File: src/rtl/out_port_fifo.sv
// Output-port FIFO: captures the bus once per OutPort assertion and
// hands words to a valid/ready consumer in arrival order.
module out_port_fifo #(
  parameter int WIDTH = 32,
  parameter int DEPTH = 4
) (
  input  logic                   Clock,
  input  logic                   Clear,
  input  logic                   OutPort,
  input  logic [WIDTH-1:0]       BusMuxOut,
  input  logic                   ovf_clr,
  input  logic                   out_ready,
  output logic                   out_valid,
  output logic [WIDTH-1:0]       out_data,
  output logic                   full,
  output logic                   empty,
  output logic [$clog2(DEPTH):0] count,
  output logic                   overflow
);
  localparam int AW = $clog2(DEPTH);

  logic [WIDTH-1:0] mem_q [DEPTH];
  logic [AW-1:0]    wr_q, wr_d;
  logic [AW-1:0]    rd_q, rd_d;
  logic [AW:0]      cnt_q, cnt_d;
  logic             ovf_q, ovf_d;
  logic             oe_q;
  logic             push_req, pop;
  logic             do_push, drop;

  assign push_req = OutPort & ~oe_q;
  assign empty    = (cnt_q == '0);
  assign full     = (cnt_q == (AW+1)'(DEPTH));
  assign pop      = ~empty & out_ready;
  // A full FIFO still accepts a push when a pop frees a slot that edge
  assign do_push  = push_req & (~full | pop);
  assign drop     = push_req & full & ~pop;

  always_comb begin
    wr_d  = wr_q;
    rd_d  = rd_q;
    cnt_d = cnt_q;
    ovf_d = ovf_q;
    if (do_push) wr_d = wr_q + 1'b1;
    if (pop)     rd_d = rd_q + 1'b1;
    unique case ({do_push, pop})
      2'b10:   cnt_d = cnt_q + 1'b1;
      2'b01:   cnt_d = cnt_q - 1'b1;
      default: cnt_d = cnt_q;
    endcase
    if (ovf_clr) ovf_d = 1'b0;
    if (drop)    ovf_d = 1'b1;
  end

  always_ff @(posedge Clock or negedge Clear) begin
    if (!Clear) begin
      wr_q  <= '0;
      rd_q  <= '0;
      cnt_q <= '0;
      ovf_q <= 1'b0;
      oe_q  <= 1'b0;
    end else begin
      wr_q  <= wr_d;
      rd_q  <= rd_d;
      cnt_q <= cnt_d;
      ovf_q <= ovf_d;
      oe_q  <= OutPort;
    end
  end

  always_ff @(posedge Clock) begin
    if (do_push) mem_q[wr_q] <= BusMuxOut;
  end

  assign out_valid = ~empty;
  assign out_data  = empty ? '0 : mem_q[rd_q];
  assign count     = cnt_q;
  assign overflow  = ovf_q;
endmodule

File: config.mk
export PLATFORM = sky130hd
export DESIGN_NAME = out_port_fifo
export DESIGN_NICKNAME = d
export VERILOG_FILES = /design/src/rtl/out_port_fifo.sv
export SDC_FILE = /design/constraint.sdc
export NUM_CORES = 1
export LEC_CHECK = 0
export ABC_AREA = 1
export CAP_MARGIN = 40
export CELL_PAD_IN_SITES_DETAIL_PLACEMENT = 2
export CELL_PAD_IN_SITES_GLOBAL_PLACEMENT = 2
export CORE_UTILIZATION = 33
export CTS_CLUSTER_DIAMETER = 200
export DETAILED_ROUTE_END_ITERATION = 10
export GPL_TIMING_DRIVEN = 0
export HOLD_SLACK_MARGIN = 0.1
export PLACE_DENSITY_LB_ADDON = 0.1
export SYNTH_ARGS = -nofsm -noshare
export SYNTH_HDL_FRONTEND = slang
export SYNTH_SLANG_ARGS = --single-unit
File: constraint.sdc
create_clock -name Clock -period 2.5 [get_ports Clock]
set_input_delay 0.5 -clock Clock [delete_from_list [all_inputs] [get_ports Clock]]
set_output_delay 0.5 -clock Clock [all_outputs]
set_load 0.005 [all_outputs]
==> metrics.csv, run 1 <==
stage,metric,value,unit
status,outcome,"finished, final reports clean",
place,pre-CTS setup slack,-0.127,ns
route,Final ANT Viol Nets,0,
job,max-cap check violation count,0,
timing,worst slew pin tran,0.742,ns
setup_path,Critical Path Start,rd_q[0]$_DFFE_PN0P_,
yosys,Yosys top cell area share,70.0,%
yosys,syn avg cell area,12.5,um2
clock_tree,H-tree depth,4,
timing,Slew headroom,50.4,%
setup_path,Worst R2R Setup Slack,0.56,ns
setup_path,Levels on crit path,8,
min_path,Hold Path Class,input pin to asynchronous set/reset pin,
setup_path,CP Cell Sequence,buf_8 > buf_4 > buf_12 > nor2_1 > nor2_1 > o21ai_1 > a21oi_2 > dlygate4sd2_1,
place,placed instance area,0.00665,mm2
yosys,syn_nets,482,
setup_path,startpoint types,register,
setup_path,r2r worst-path depth,5,
route,met1 wire length,6.72,mm
floorplan,Initial Util,34.2,%
global_routing,largest net degree at the start of global routing,20,
setup_path,Bufs and invs on worst path,4,
setup_path,RR Startpoint,count[0]$_DFFE_PN0P_,
finish,most frequent cells in the layout,"nor2_1 (128), edfxtp_1 (128), o21ai_1 (49)",
finish,fraction of layout cells with a size suffix above 1,16.4,%
route,met2 routed WL,8.36,mm
place,Port Buffers,75,
yosys,Mapped Cells,440,
route,via count of the routed design,3785,
clock_tree,CTS tree,built,
setup_path,CP max FO,10,
floorplan,die span in y,131,um
timing,final worst-path cycle share,97.0,%
finish,P&R area growth vs syn,37.2,%
timing,final slew viol count,0,
global_routing,vias in the first global route,4250,
setup_path,Crit path largest cell delay,0.46,ns
route,WL/cell,20.4,um
route,highest routed layer,met4,
timing,"Hold Vio Cnt, Final",0,
global_routing,global route overflow,0,
route,met3 routed WL,450,um
route,Initial DRC Count,139,
timing,Worst Hold Margin,0.373,ns
route,DRC viols,0,
setup_path,type of the worst setup path,register to output port,
route,drt pass-1 iters,4,
floorplan,core box area,0.0161,mm2
clock_tree,CTS buffer count,17,
setup_path,most frequent CP cell,nor2_1,
timing,final setup fails,0,
yosys,largest area contributor in the netlist,edfxtp_1,
finish,Util after Layout,46.9,%
finish,nets,591,
setup_path,Crit-path slowest cell,dfrtp_2,
power_and_ir_drop,Leak Pwr,2.88,nW
floorplan,Die ar.,0.0172,mm2
setup_path,FF-to-FF End,mem_q[3][15]$_DFFE_PP_,
power_and_ir_drop,VDD IR max,587,uV
yosys,Netlist Area Pre-Place,0.00549,mm2
place,hpwl dp,9.73,mm
clock_tree,Root Driver,clkbuf_16,
global_routing,global-route wire length before repair,23.7,mm
setup_path,data arrival time of the critical path,1.93,ns
clock_tree,clk sinks,137,
clock_tree,Clock transition at path regs,0.06,ns
finish,# diodes,0,
finish,final instance area,0.00753,mm2
route,vias per std cell,4.87,
yosys,dominant cells by area after synthesis,"edfxtp_1 (70%), nor2_1 (9.3%), o21ai_1 (4.6%)",
floorplan,Die X,131,um
yosys,"Seq/Total Area, Yosys",74.1,%
yosys,yosys warns,0,
yosys,Synth cell types,23,
timing,fmax,0.412,GHz
route,WL final,15.8,mm
setup_path,Worst path top cell family by delay,buffers and inverters,
timing,final worst setup slack,0.0746,ns
floorplan,row count,46,
setup_path,Critical Path End Type,output port,
finish,FILL cells,1560,
floorplan,Top Ports,76,
setup_path,WP data required,2.00,ns
clock_tree,Skew-Pair Late Insertion Delay,0.43,ns
power_and_ir_drop,pwr dens,1230,mW/mm2
timing,Setup Skew,0.0104,ns
global_routing,total global-route track usage,19.9,%
yosys,"flops & latches, synth",137,
place,routability cong.,0.682,
clock_tree,clk buf depth,2,
timing,Final min period,2.43,ns
global_routing,initial antenna violation count,0,
setup_path,Worst Setup EP,out_data[3],
## report_power, final
group	switching [mW]	internal, mW
clock	0.927	1.43
combinational	2.13	1.85
sequential	0.125	2.80
total	3.18	6.09
## metal layers
metal	track usage [%]	vias to the layer above
met5	0	-
met4	9.13	0
met3	3.83	26
met2	35.6	69
met1	22.9	1934
li1	-	1756
## area by class of cell
cell class / instances / area (um2) / area share [%]
buffer: 24 / 329 / 4.37
clock buffer: 19 / 433 / 5.75
clock inverter: 12 / 109 / 1.44
inverter: 17 / 72.6 / 0.963
multi-input combinational: 262 / 1290 / 17.1
sequential: 137 / 4070 / 54.0
tap: 216 / 270 / 3.59
timing repair buffer: 90 / 960 / 12.7
## sequential cells by signal (all words and copies together), names as in the netlist
| register | count |
|---|---|
| wr_q | 2 |
| count | 3 |
| oe_q | 1 |
| overflow | 1 |
| mem_q | 128 |
| rd_q | 2 |
## how the worst min path moves through the flow
stage / from / endpoint / slack, ns / cells after the start
6_report: Clear / count[2]$_DFFE_PN0P_ / 0.37 / 1
3_5_place_dp: overflow$_DFFE_PN0P_ / overflow$_DFFE_PN0P_ / 0.53 / 2
3_3_place_gp: overflow$_DFFE_PN0P_ / overflow$_DFFE_PN0P_ / 0.51 / 2
4_1_cts: Clear / count[2]$_DFFE_PN0P_ / 0.38 / 1
2_1_floorplan: Clear / count[0]$_DFFE_PN0P_ / 0.20 / 0
5_1_grt: Clear / count[2]$_DFFE_PN0P_ / 0.40 / 1
## cells in the mapped netlist
master,n
buf_4,1
buf_6,6
nor2_1,136
ha_1,4
clkbuf_2,5
nand3b_1,1
inv_1,16
o21ai_1,50
xor2_1,2
edfxtp_1,128
o21ai_4,1
nor2_2,1
inv_2,1
dfrtp_1,9
a21oi_1,34
nand2_1,11
buf_2,11
fa_1,1
o21ai_0,16
nand3_2,1
nand3_1,3
nand2_2,1
clkbuf_1,1
## worst reg2reg max path, delay by kind of cell (launching register included)
| kind | cells | cell delay, ns |
|---|---|---|
| AND/OR/NAND/NOR | 3 | 0.83 |
| flip-flops | 1 | 0.43 |
| buffers and inverters | 1 | 0.23 |
| AO/OA/AOI/OAI | 1 | 0.15 |
## logic make-up after synthesis
family / share of synthesized area (%)
simple gates: 10.9
compound gates: 9.41
buf+inv: 4.05
flops: 74.1
xor+xnor: 0.319
fa+ha+maj: 1.28
## stage by stage
step,std cells,setup TNS [ns],total power [mW]
after floorplan,440,-14.87,4.70
after global placement,731,-245.06,6.41
after detailed placement,735,-4.92,6.62
after CTS,771,-2.04,9.33
after global routing,777,-0.0216,9.81
final,777,0,9.27
## what timing repair did
| item | 4_1_cts | 5_1_grt |
|---|---|---|
| setup buffers | 4 | 6 |
| setup endpoints to repair | 33 | 32 |
| pin swaps | 7 | 12 |
| resized for setup | 60 | 46 |
| gates cloned | 1 | 0 |
| hold buffers | 0 | 0 |
| endpoints found under the hold margin | 0 | 0 |
No activity file was read; power rests on OpenSTA's default activity.
==> run 2: changes to the inputs <==
Settings changed: GPL_ROUTABILITY_DRIVEN set to 0.
==> results of run 2 <==
Same layout as run 1: the final DEF is identical, and so are final timing and power.
==> run 3: changes to the inputs <==
Settings changed: CORE_UTILIZATION 33 to 29.
==> metrics.csv, run 3 (synthesis results as in run 1) <==
stage,metric,value,unit,change
timing,Final min period,2.43,ns,+0.00537 ns
finish,Multi-input gate area,0.00129,mm2,-0.29%
timing,worst slew pin tran,0.696,ns,-0.0459 ns
job,max-cap check violation count,0,,unchanged
route,Final ANT Viol Nets,0,,unchanged
clock_tree,Root Driver,clkbuf_16,,
setup_path,Critical Path Start,rd_q[0]$_DFFE_PN0P_,,
global_routing,global-route wire length before repair,25.0,mm,+5.1%
clock_tree,clk sinks,137,,unchanged
clock_tree,clk buf depth,2,,unchanged
floorplan,Top Ports,76,,unchanged
setup_path,WP data required,2.00,ns,about the same
finish,fraction of layout cells with a size suffix above 1,18.7,%,+2.3 points
global_routing,initial antenna violation count,0,,unchanged
timing,final setup TNS,0,ns,unchanged
global_routing,total global-route track usage,17.8,%,-2.1 points
setup_path,data arrival time of the critical path,1.93,ns,about the same
setup_path,CP max FO,10,,unchanged
finish,most frequent cells in the layout,"edfxtp_1 (128), nor2_1 (122), o21ai_1 (50)",,
floorplan,row count,49,,+6.5%
power_and_ir_drop,Leak Pwr,2.73,nW,-5.2%
setup_path,CP Cell Sequence,buf_8 > buf_4 > buf_12 > nor2_2 > nor2_1 > o21ai_1 > a21oi_1 > dlygate4sd2_1,,
clock_tree,CTS tree,built,,
place,Port Buffers,75,,unchanged
power_and_ir_drop,Clock Power Share,25.0,%,-0.5 points
clock_tree,Clock transition at path regs,0.06,ns,about the same
power_and_ir_drop,pwr dens,1240,mW/mm2,+0.40%
min_path,Hold Path Class,input pin to asynchronous set/reset pin,,
finish,FILL cells,1861,,+19%
setup_path,Worst R2R Setup Slack,0.54,ns,-0.02 ns
timing,final setup fails,0,,unchanged
route,vias per std cell,4.75,,-2.5%
finish,"Cell Count, Final, Fillers Out",797,,+2.6%
place,Placed Instances,748,,+1.8%
route,WL/cell,20.2,um,-0.70%
setup_path,Crit-path slowest cell,dfrtp_2,,
route,drt pass-1 iters,7,,+3
place,hpwl dp,9.73,mm,about the same
route,WL final,16.1,mm,+1.9%
clock_tree,CTS buffer count,17,,unchanged
power_and_ir_drop,Pint,6.16,mW,+1.1%
global_routing,global route overflow,0,,unchanged
setup_path,startpoint types,register,,
finish,register with the most flip-flops,mem_q,,
timing,final worst-path cycle share,97.2,%,+0.21 points
timing,Setup Skew,0.00595,ns,-0.00445 ns
timing,final slew viol count,0,,unchanged
power_and_ir_drop,switching pwr,3.19,mW,+0.28%
timing,fmax,0.411,GHz,-0.22%
status,outcome,"finished, final reports clean",,
finish,max reg flops,128,,unchanged
floorplan,Die ar.,0.0195,mm2,+14%
setup_path,Crit path largest cell delay,0.45,ns,about the same
power_and_ir_drop,Combinational Power Share,44.0,%,+1.0 points
timing,Slew headroom,53.5,%,+3.1 points
floorplan,Die X,140,um,+6.6%
finish,# diodes,0,,unchanged
global_routing,vias in the first global route,4280,,+0.71%
floorplan,die span in y,140,um,+6.6%
power_and_ir_drop,Net Sw Frac,34.2,%,-0.18 points
finish,Util after Layout,41.4,%,-5.5 points
route,via count of the routed design,3784,,-0.026%
clock_tree,H-tree depth,4,,unchanged
finish,"commonest non-fill, non-tap cell in the layout",edfxtp_1,,
floorplan,Initial Util,30.1,%,-4.1 points
finish,P&R area growth vs syn,37.7,%,
route,DRC viols,0,,unchanged
timing,RSZ-0062 raised after global routing,yes,,
clock_tree,Skew-Pair Late Insertion Delay,0.42,ns,about the same
power_and_ir_drop,Seq pwr share,31.0,%,-0.6 points
global_routing,largest net degree at the start of global routing,21,,+5.0%
power_and_ir_drop,VDD IR max,669,uV,+14%
floorplan,core box area,0.0183,mm2,+14%
finish,Register Area,0.00407,mm2,unchanged
finish,nets,598,,+1.2%
route,Initial DRC Count,155,,+12%
setup_path,type of the worst setup path,register to output port,,
setup_path,Bufs and invs on worst path,4,,unchanged
setup_path,Critical Path End Type,output port,,
timing,"Hold Vio Cnt, Final",0,,unchanged
setup_path,RR Startpoint,count[2]$_DFFE_PN0P_,,
setup_path,Worst path top cell family by delay,buffers and inverters,,
## run 3: changes by cell type in the layout (fill, tap and decap cells not counted), sizes merged
cell	delta
dlygate4sd2	+14
buf	+5
bufbuf	+1
clkdlybuf4s15	+4
clkinv	-1
dlymetal6s2s	-20
clkinvlp	+1
inv	+1
clkbuf	+2
## run 3: worst reg2reg max path: stages, from the launching register on
cell and delay (ns):
dfrtp_1 0.39, buf_4 0.15, nand2_1 0.15, o21ai_4 0.15, nor2_4 0.58, buf_16 0.24
## run 3: power by group through the flow
stage / clock (mW) / sequential [mW] / combinational (mW)
2_1_floorplan: 0 / 2.93 / 1.77
3_3_place_gp: 0 / 2.95 / 3.52
3_5_place_dp: 0 / 2.94 / 3.71
4_1_cts: 2.40 / 2.90 / 4.17
5_1_grt: 2.49 / 2.92 / 4.54
6_report: 2.34 / 2.90 / 4.11
## run 3: timing repair
item / CTS / global route
gates resized for setup: 93 / 22
gates cloned: 3 / 0
pin swaps: 6 / 5
setup endpoints to repair: 33 / 11
hold buffers: 0 / 0
buffers inserted: 11 / 4
## run 3: layer usage
layer  up-vias  track usage [%]  wire [um]
met3        16             3.41        456
met2        66             31.8       8390
met1      1929             21.2       7050
met4         0             6.42        226
met5         -                0          0
li1       1773                -          -
## run 3: worst paths after layout
check / endpoint / depth (start not counted)
hold / removal: count[2]$_DFFE_PN0P_ / 1
max in group asynchronous: rd_q[0]$_DFFE_PN0P_ / 1
setup reg to reg: mem_q[3][7]$_DFFE_PP_ / 5
setup / recovery: out_data[7] / 8
hold reg to reg: overflow$_DFFE_PN0P_ / 2
min in group Clock: overflow$_DFFE_PN0P_ / 2
## run 3: area by class of cell
| class | instances | area share, % |
|---|---|---|
| multi-input combinational | 262 | 17.0 |
| clock buffer | 18 | 5.67 |
| tap | 229 | 3.79 |
| buffer | 24 | 4.40 |
| inverter | 17 | 0.893 |
| clock inverter | 13 | 1.47 |
| sequential | 137 | 53.8 |
| timing repair buffer | 97 | 13.0 |
## run 3: stage by stage
step | instance area (um2) | total power, mW | hold WS, ns | setup WS (ns)
after global placement | 6530 | 6.47 | 0.513 | -2.07
after floorplan | 5490 | 4.70 | 0.204 | -0.116
after global routing | 7560 | 9.95 | 0.434 | -0.0172
after CTS | 7540 | 9.46 | 0.421 | -0.0339
after detailed placement | 6660 | 6.65 | 0.541 | -0.137
final | 7560 | 9.35 | 0.420 | 0.0692
